<file path="config.mk">
export PLATFORM = sky130hd
export DESIGN_NAME = mips_multicycle_ctrl
export DESIGN_NICKNAME = d
export VERILOG_FILES = /design/src/rtl/mips_ctrl_defs.sv /design/src/rtl/mem_timeout_counter.sv /design/src/rtl/mips_multicycle_ctrl.sv
export SDC_FILE = /design/constraint.sdc
export NUM_CORES = 1
export LEC_CHECK = 0
export ABC_AREA = 1
export BUFFER_PORTS_ARGS = -buffer_cell sky130_fd_sc_hd__buf_2
export CAP_MARGIN = 40
export CORE_MARGIN = 2
export CORE_UTILIZATION = 50
export CTS_CLUSTER_SIZE = 20
export DETAILED_ROUTE_END_ITERATION = 6
export PLACE_DENSITY = 0.77
export SLEW_MARGIN = 20
export SYNTH_ARGS = -nofsm -noshare
export SYNTH_HDL_FRONTEND = slang
export SYNTH_SLANG_ARGS = --single-unit
</file>
<file path="constraint.sdc">
create_clock -name clock_i -period 1.43 [get_ports clock_i]
set_input_delay 0.0715 -clock clock_i [delete_from_list [all_inputs] [get_ports clock_i]]
set_output_delay 0.0715 -clock clock_i [all_outputs]
set_load 0.005 [all_outputs]
</file>
<file path="src/rtl/mips_ctrl_defs.sv">
// Shared encodings for the multi-cycle MIPS control sequencer:
// FSM states, PC source, memory address select and trap cause codes.
package mips_ctrl_defs;

    typedef enum logic [2:0] {
        ST_FETCH  = 3'd0,
        ST_DECODE = 3'd1,
        ST_EXEC   = 3'd2,
        ST_MEM    = 3'd3,
        ST_WB     = 3'd4,
        ST_TRAP   = 3'd5
    } state_e;

    typedef enum logic [1:0] {
        PC_SRC_SEQ    = 2'b00,
        PC_SRC_BRANCH = 2'b01,
        PC_SRC_JUMP   = 2'b10,
        PC_SRC_JR     = 2'b11
    } pc_src_e;

    typedef enum logic [1:0] {
        ADDR_SEL_PC  = 2'b00,
        ADDR_SEL_ALU = 2'b01,
        ADDR_SEL_RT  = 2'b10
    } addr_sel_e;

    typedef enum logic [1:0] {
        CAUSE_NONE    = 2'b00,
        CAUSE_ILLEGAL = 2'b01,
        CAUSE_BUS     = 2'b10
    } trap_cause_e;

endpackage

</file>
<file path="src/rtl/mem_timeout_counter.sv">
// Counts memory-request wait cycles; expired_o flags that the count has
// reached the supplied limit.
module mem_timeout_counter #(
    parameter int unsigned W = 4
) (
    input  logic         clk_i,
    input  logic         rst_i,
    input  logic         clear_i,
    input  logic         enable_i,
    input  logic [W-1:0] limit_i,
    output logic         expired_o
);

    logic [W-1:0] count_q;
    logic [W-1:0] count_d;

    always_comb begin
        count_d = count_q;
        if (clear_i) begin
            count_d = '0;
        end else if (enable_i) begin
            count_d = count_q + W'(1);
        end
    end

    always_ff @(posedge clk_i) begin
        if (rst_i) begin
            count_q <= '0;
        end else begin
            count_q <= count_d;
        end
    end

    assign expired_o = (count_q == limit_i);

endmodule

</file>
<file path="src/rtl/mips_multicycle_ctrl.sv">
// Multi-cycle sequencer for the MIPS datapath: shares one memory port between
// fetch and data access and drives the register/memory strobes and traps.
module mips_multicycle_ctrl
    import mips_ctrl_defs::*;
#(
    parameter int unsigned MEM_TIMEOUT = 16,
    parameter int unsigned CNT_W       = 32
) (
    input  logic             clock_i,
    input  logic             reset_i,
    input  logic             mem_read_i,
    input  logic             word_we_i,
    input  logic             byte_we_i,
    input  logic             addm_i,
    input  logic             writeenable_i,
    input  logic             except_i,
    input  logic [1:0]       control_type_i,
    input  logic             mem_ready_i,
    output logic             ir_we_o,
    output logic             pc_we_o,
    output logic [1:0]       pc_src_o,
    output logic             pc_trap_o,
    output logic             mem_req_o,
    output logic             mem_we_o,
    output logic [1:0]       mem_addr_sel_o,
    output logic             mdr_we_o,
    output logic             rf_we_o,
    output logic             wb_sel_o,
    output logic             alu_b_mdr_o,
    output logic             trap_o,
    output logic [1:0]       trap_cause_o,
    output logic [CNT_W-1:0] instret_o
);

    localparam int unsigned TO_W = $clog2(MEM_TIMEOUT);

    state_e            state_q;
    state_e            state_d;
    trap_cause_e       cause_q;
    trap_cause_e       cause_d;
    logic [CNT_W-1:0]  instret_q;
    logic [CNT_W-1:0]  instret_d;
    logic              retire_c;
    logic              expired_c;
    logic              timeout_c;
    logic              mem_access_c;
    logic              store_c;

    assign mem_access_c = mem_read_i | word_we_i | byte_we_i | addm_i;
    assign store_c      = word_we_i | byte_we_i;
    // mem_ready on the limit cycle wins over the timeout
    assign timeout_c    = expired_c & ~mem_ready_i;

    // Wait counter restarts on every state change, i.e. on entry to FETCH/MEM
    mem_timeout_counter #(
        .W (TO_W)
    ) u_timeout (
        .clk_i     (clock_i),
        .rst_i     (reset_i),
        .clear_i   (state_d != state_q),
        .enable_i  (mem_req_o & ~mem_ready_i),
        .limit_i   (TO_W'(MEM_TIMEOUT - 1)),
        .expired_o (expired_c)
    );

    always_ff @(posedge clock_i) begin
        if (reset_i) begin
            state_q   <= ST_FETCH;
            cause_q   <= CAUSE_NONE;
            instret_q <= '0;
        end else begin
            state_q   <= state_d;
            cause_q   <= cause_d;
            instret_q <= instret_d;
        end
    end

    always_comb begin
        state_d = state_q;
        cause_d = cause_q;
        unique case (state_q)
            ST_FETCH: begin
                if (mem_ready_i) begin
                    state_d = ST_DECODE;
                end else if (timeout_c) begin
                    state_d = ST_TRAP;
                    cause_d = CAUSE_BUS;
                end
            end
            ST_DECODE: begin
                if (except_i) begin
                    state_d = ST_TRAP;
                    cause_d = CAUSE_ILLEGAL;
                end else if (mem_access_c) begin
                    state_d = ST_MEM;
                end else begin
                    state_d = ST_EXEC;
                end
            end
            ST_EXEC: state_d = ST_FETCH;
            ST_MEM: begin
                if (mem_ready_i) begin
                    state_d = store_c ? ST_FETCH : ST_WB;
                end else if (timeout_c) begin
                    state_d = ST_TRAP;
                    cause_d = CAUSE_BUS;
                end
            end
            ST_WB:   state_d = ST_FETCH;
            ST_TRAP: state_d = ST_FETCH;
            default: state_d = ST_FETCH;
        endcase
    end

    always_comb begin
        ir_we_o        = 1'b0;
        pc_we_o        = 1'b0;
        pc_src_o       = PC_SRC_SEQ;
        pc_trap_o      = 1'b0;
        mem_req_o      = 1'b0;
        mem_we_o       = 1'b0;
        mem_addr_sel_o = ADDR_SEL_PC;
        mdr_we_o       = 1'b0;
        rf_we_o        = 1'b0;
        wb_sel_o       = 1'b0;
        alu_b_mdr_o    = 1'b0;
        trap_o         = 1'b0;
        retire_c       = 1'b0;
        if (!reset_i) begin
            unique case (state_q)
                ST_FETCH: begin
                    mem_req_o = 1'b1;
                    ir_we_o   = mem_ready_i;
                end
                ST_DECODE: ;
                ST_EXEC: begin
                    rf_we_o  = writeenable_i;
                    pc_we_o  = 1'b1;
                    pc_src_o = control_type_i;
                    retire_c = 1'b1;
                end
                ST_MEM: begin
                    mem_req_o      = 1'b1;
                    mem_we_o       = store_c;
                    mem_addr_sel_o = addm_i ? ADDR_SEL_RT : ADDR_SEL_ALU;
                    if (mem_ready_i) begin
                        pc_we_o  = store_c;
                        retire_c = store_c;
                        mdr_we_o = ~store_c;
                    end
                end
                ST_WB: begin
                    rf_we_o     = 1'b1;
                    wb_sel_o    = mem_read_i;
                    alu_b_mdr_o = addm_i;
                    pc_we_o     = 1'b1;
                    retire_c    = 1'b1;
                end
                ST_TRAP: begin
                    trap_o    = 1'b1;
                    pc_we_o   = 1'b1;
                    pc_trap_o = 1'b1;
                end
                default: ;
            endcase
        end
    end

    assign instret_d    = retire_c ? instret_q + CNT_W'(1) : instret_q;
    assign instret_o    = reset_i ? '0 : instret_q;
    assign trap_cause_o = reset_i ? CAUSE_NONE : cause_q;

endmodule

</file>
==> results summary <==
0 antenna diodes ended up in the layout. Of all nets on the critical path, the largest fanout is 4. The post-synthesis cell count came out at about 500. The initial core utilization is about 52%.

The post-synthesis cell area came out at approximately 2900 µm². The met1 usage came out at 35.0%. The clock latency of the later-clocked register in the worst-skew pair is just over 300 ps. The global routing stage identified its most utilized layer as met2.

The slowest stage of the critical path belongs to the cell sky130_fd_sc_hd__dfxtp_2. The top cell type by total area after synthesis is sky130_fd_sc_hd__dfxtp_1. The total cell area at the placement stage is roughly 3500 µm². In this run the mean area of a mapped cell was roughly 5.7 µm². The vertical die dimension is between 70 and 80 µm. The count of warnings emitted by yosys is 0. Detailed placement finished with a half-perimeter wire length of approximately 6300 µm.

The class of the worst hold path is primary input to flop. The worst setup path is captured at a flop. The count of pins over their slew limit is 0.

The remaining routing DRC violations came out at 0. The die covers between 6000 and 7000 µm². Once layout is complete, the utilization of the core stands at around three quarters. The via count of the first global-routing pass came out at 3441.

The length of the first detailed-routing pass in iterations is 5. At the end of the flow, the number of nets in the layout was 623. The number of buffers created by CTS came out at 5.

The worst hold margin came out at 86.7 ps. The number of placed instances, taps included, is 660. Of the synthesized area, sequential elements account for ~29%. By startpoint and endpoint, the worst setup path is classified as flop to flop. STA classifies the critical path startpoint as a flop.

Of the cells placed in the final design, the portion with a size suffix greater than 1 is about two fifths. During I/O placement, the number of pins put on the boundary was 59. Excluding fillers, the count of instances in the completed layout stands at slightly below 700. The net count of the mapped netlist is 511. The final number of setup-violating endpoints is 9. The area share of the largest cell type after synthesis came out at 28.7%. The cell repeated most along the worst path is sky130_fd_sc_hd__nand2_1.

The wire length of the first global-routing pass came out at roughly 15000 µm. The cell depth of the worst min-delay path is 4. The overall global routing resource usage is between 30% and 40%.

The hold violation total from the final report was 0. The average via count per standard cell is about 5.5. The number of vias in the routed layout is roughly 3800.

The leakage component of the power is approximately 1.8 nW. For this run, the slowest stage of the critical path takes 370 ps. The final sum of negative setup slack is -242 ps. The total power divided by cell area is just under 600 nW/µm². Clock skew on the completed layout was measured at 10.0 ps. The synthesized netlist contains 27 unique library cells. The arrival time reported for the critical path endpoint came out at between 1500 and 2000 ps. The final global-route overflow total came out at 0. The detailed-route wire length per cell came out at around 15 µm. The final layout contains routed wiring with a total length of approximately 10000 µm.

The met3 global-route usage came out at under 10%. Total power for the finished layout comes to 2.42 mW. The worst register-to-register path has a depth of 9.

The pin count of the biggest net entering global routing came out at 75. The cell area after layout is ~4000 µm². The count of clock tree sinks came out at 41. The run finished, with violations left.

The worst pin sits at a relative slew slack of 77.1%. Across all setup checks in the final design, the least slack found is -42.5 ps. The floorplan has 27 rows. The CTS tree is done. The clock transition at the register clock pins on the worst setup and hold paths after CTS came out at around 90 ps.

The worst slack at placement came out at -59.0 ps. The checks that failed: negative setup slack. By area the synthesized netlist is led by sky130_fd_sc_hd__dfxtp_1 29%, sky130_fd_sc_hd__nand2_1 21%, sky130_fd_sc_hd__nor2_1 14%.

The filler cell count in the final layout came out at ~420. At the end of routability-driven placement, the weighted congestion stood at between 1 and 1.5. The post-route antenna net violation count is 0. In this run, synthesis produced a sequential element count of roughly 40.

The region available for standard cell placement spans approximately 5500 µm². The transition time of the tightest slew-check pin is ~340 ps. For this run, the top clock speed supported by timing is a little under 0.7 GHz. The post-route clock period utilization came out at 103%. The maximum buffer depth of the clock tree came out at 2.

The number of antenna violations at the first check in global routing came out at 0. Walking the worst path, the cells encountered are inv_4 > buf_4 > nand2_1 > nand2_1 > nand2_2 > nand3_1 > nor2_2 > nand3_2 > nor2_1. The area growth from synthesis to layout came out at 44.3%. The root buffer cell chosen for the clock tree is sky130_fd_sc_hd__clkbuf_8. The number of max-capacitance violations reported is 0.

The met2 global-route usage is between 50% and 60%. During placement, the flow inserted port buffers numbering 58. The data required time at the worst endpoint came out at between 1500 and 2000 ps.

The number of hold buffers added after CTS is 0. The starting DRC count in detailed routing is between 400 and 500. The post-route minimum period is around 1500 ps.

The width of the die is approximately 80 µm. VDD sags by at most just under 0.8 mV. Setup repair after global routing could not meet its margin everywhere. The H-tree depth came out at 2.
critical path, delay by kind of cell (launching register included):
family | cells | cell delay (ps)
and+or+nand+nor | 7 | 830
DFF | 1 | 370
buffers and inverters | 2 | 200
cell usage after synthesis:
cell type,n
sky130_fd_sc_hd__ha_1,2
sky130_fd_sc_hd__nor3_1,9
sky130_fd_sc_hd__a21oi_1,30
sky130_fd_sc_hd__nand3_1,26
sky130_fd_sc_hd__nand3_4,2
sky130_fd_sc_hd__nor2_1,110
sky130_fd_sc_hd__inv_4,1
sky130_fd_sc_hd__buf_2,2
sky130_fd_sc_hd__o21bai_1,1
sky130_fd_sc_hd__nor2_2,2
sky130_fd_sc_hd__xor2_1,9
sky130_fd_sc_hd__xnor2_1,2
sky130_fd_sc_hd__a21oi_2,7
sky130_fd_sc_hd__inv_1,55
sky130_fd_sc_hd__clkbuf_1,8
sky130_fd_sc_hd__nand2_4,1
sky130_fd_sc_hd__buf_12,1
sky130_fd_sc_hd__clkinv_2,1
sky130_fd_sc_hd__nand2_2,9
sky130_fd_sc_hd__o21ai_0,8
sky130_fd_sc_hd__buf_8,1
sky130_fd_sc_hd__buf_4,2
sky130_fd_sc_hd__inv_2,1
sky130_fd_sc_hd__nand2_1,163
sky130_fd_sc_hd__dfxtp_1,41
sky130_fd_sc_hd__o21ai_2,1
sky130_fd_sc_hd__nand4_1,3
per-layer routing:
metal / up-vias / share of wire [%]
met1: 1708 / 38
met2: 228 / 49
met3: 58 / 8.1
li1: 1761 / -
met5: - / 0
met4: 0 / 5.1
logic make-up after synthesis:
family / share of synthesized area (%)
AO/OA/AOI/OAI: 9.38
flip-flops: 28.7
adder cells (fa/ha/maj): 0.876
XOR/XNOR: 3.37
buffers and inverters: 10.9
AND/OR/NAND/NOR: 46.7
final cells by class:
cell class | instances | area, µm² | area share (%)
Inverter | 58 | 230 | 5.59
Clock buffer | 6 | 72.6 | 1.76
Tap cell | 72 | 90.1 | 2.19
Sequential cell | 41 | 877 | 21.3
Clock inverter | 2 | 10.0 | 0.243
Timing Repair Buffer | 119 | 818 | 19.9
Multi-Input combinational cell | 385 | 2020 | 49.1
sequential cells by signal, indices dropped and copies added, names as in the netlist:
register,count
instret_q,32
u_timeout.count_q,4
state_q,3
cause_q,2
cell usage in the layout, fill, tap and decap left out, types with 18 or more instances in the layout:
cell                      instances
sky130_fd_sc_hd__nand2_1        142
sky130_fd_sc_hd__nor2_1          73
sky130_fd_sc_hd__buf_2           58
sky130_fd_sc_hd__buf_4           55
sky130_fd_sc_hd__inv_1           51
sky130_fd_sc_hd__nand2_2         28
sky130_fd_sc_hd__nor2_2          26
sky130_fd_sc_hd__a21oi_1         24
sky130_fd_sc_hd__nand3_1         24
sky130_fd_sc_hd__dfxtp_2         18
timing repair:
item,4_1_cts,5_1_grt
cloned,1,0
setup endpoints to repair,36,45
setup buffers,5,9
pin swaps,4,24
gates resized for setup,27,109
report_power, final:
part	internal, mW	switching [mW]
Sequential	1.15	0.0289
Clock	0.340	0.444
Combinational	0.183	0.272
final timing paths:
check | start | to | slack, ps
hold reg to reg | cause_q[0] | cause_q[0] | 470
setup reg to reg | state_q[2] | u_timeout.count_q[0] | -40
hold / removal | except_i | state_q[1] | 90
setup / recovery | state_q[2] | u_timeout.count_q[0] | -40
Note: power is estimated with default switching activity, not from simulation.
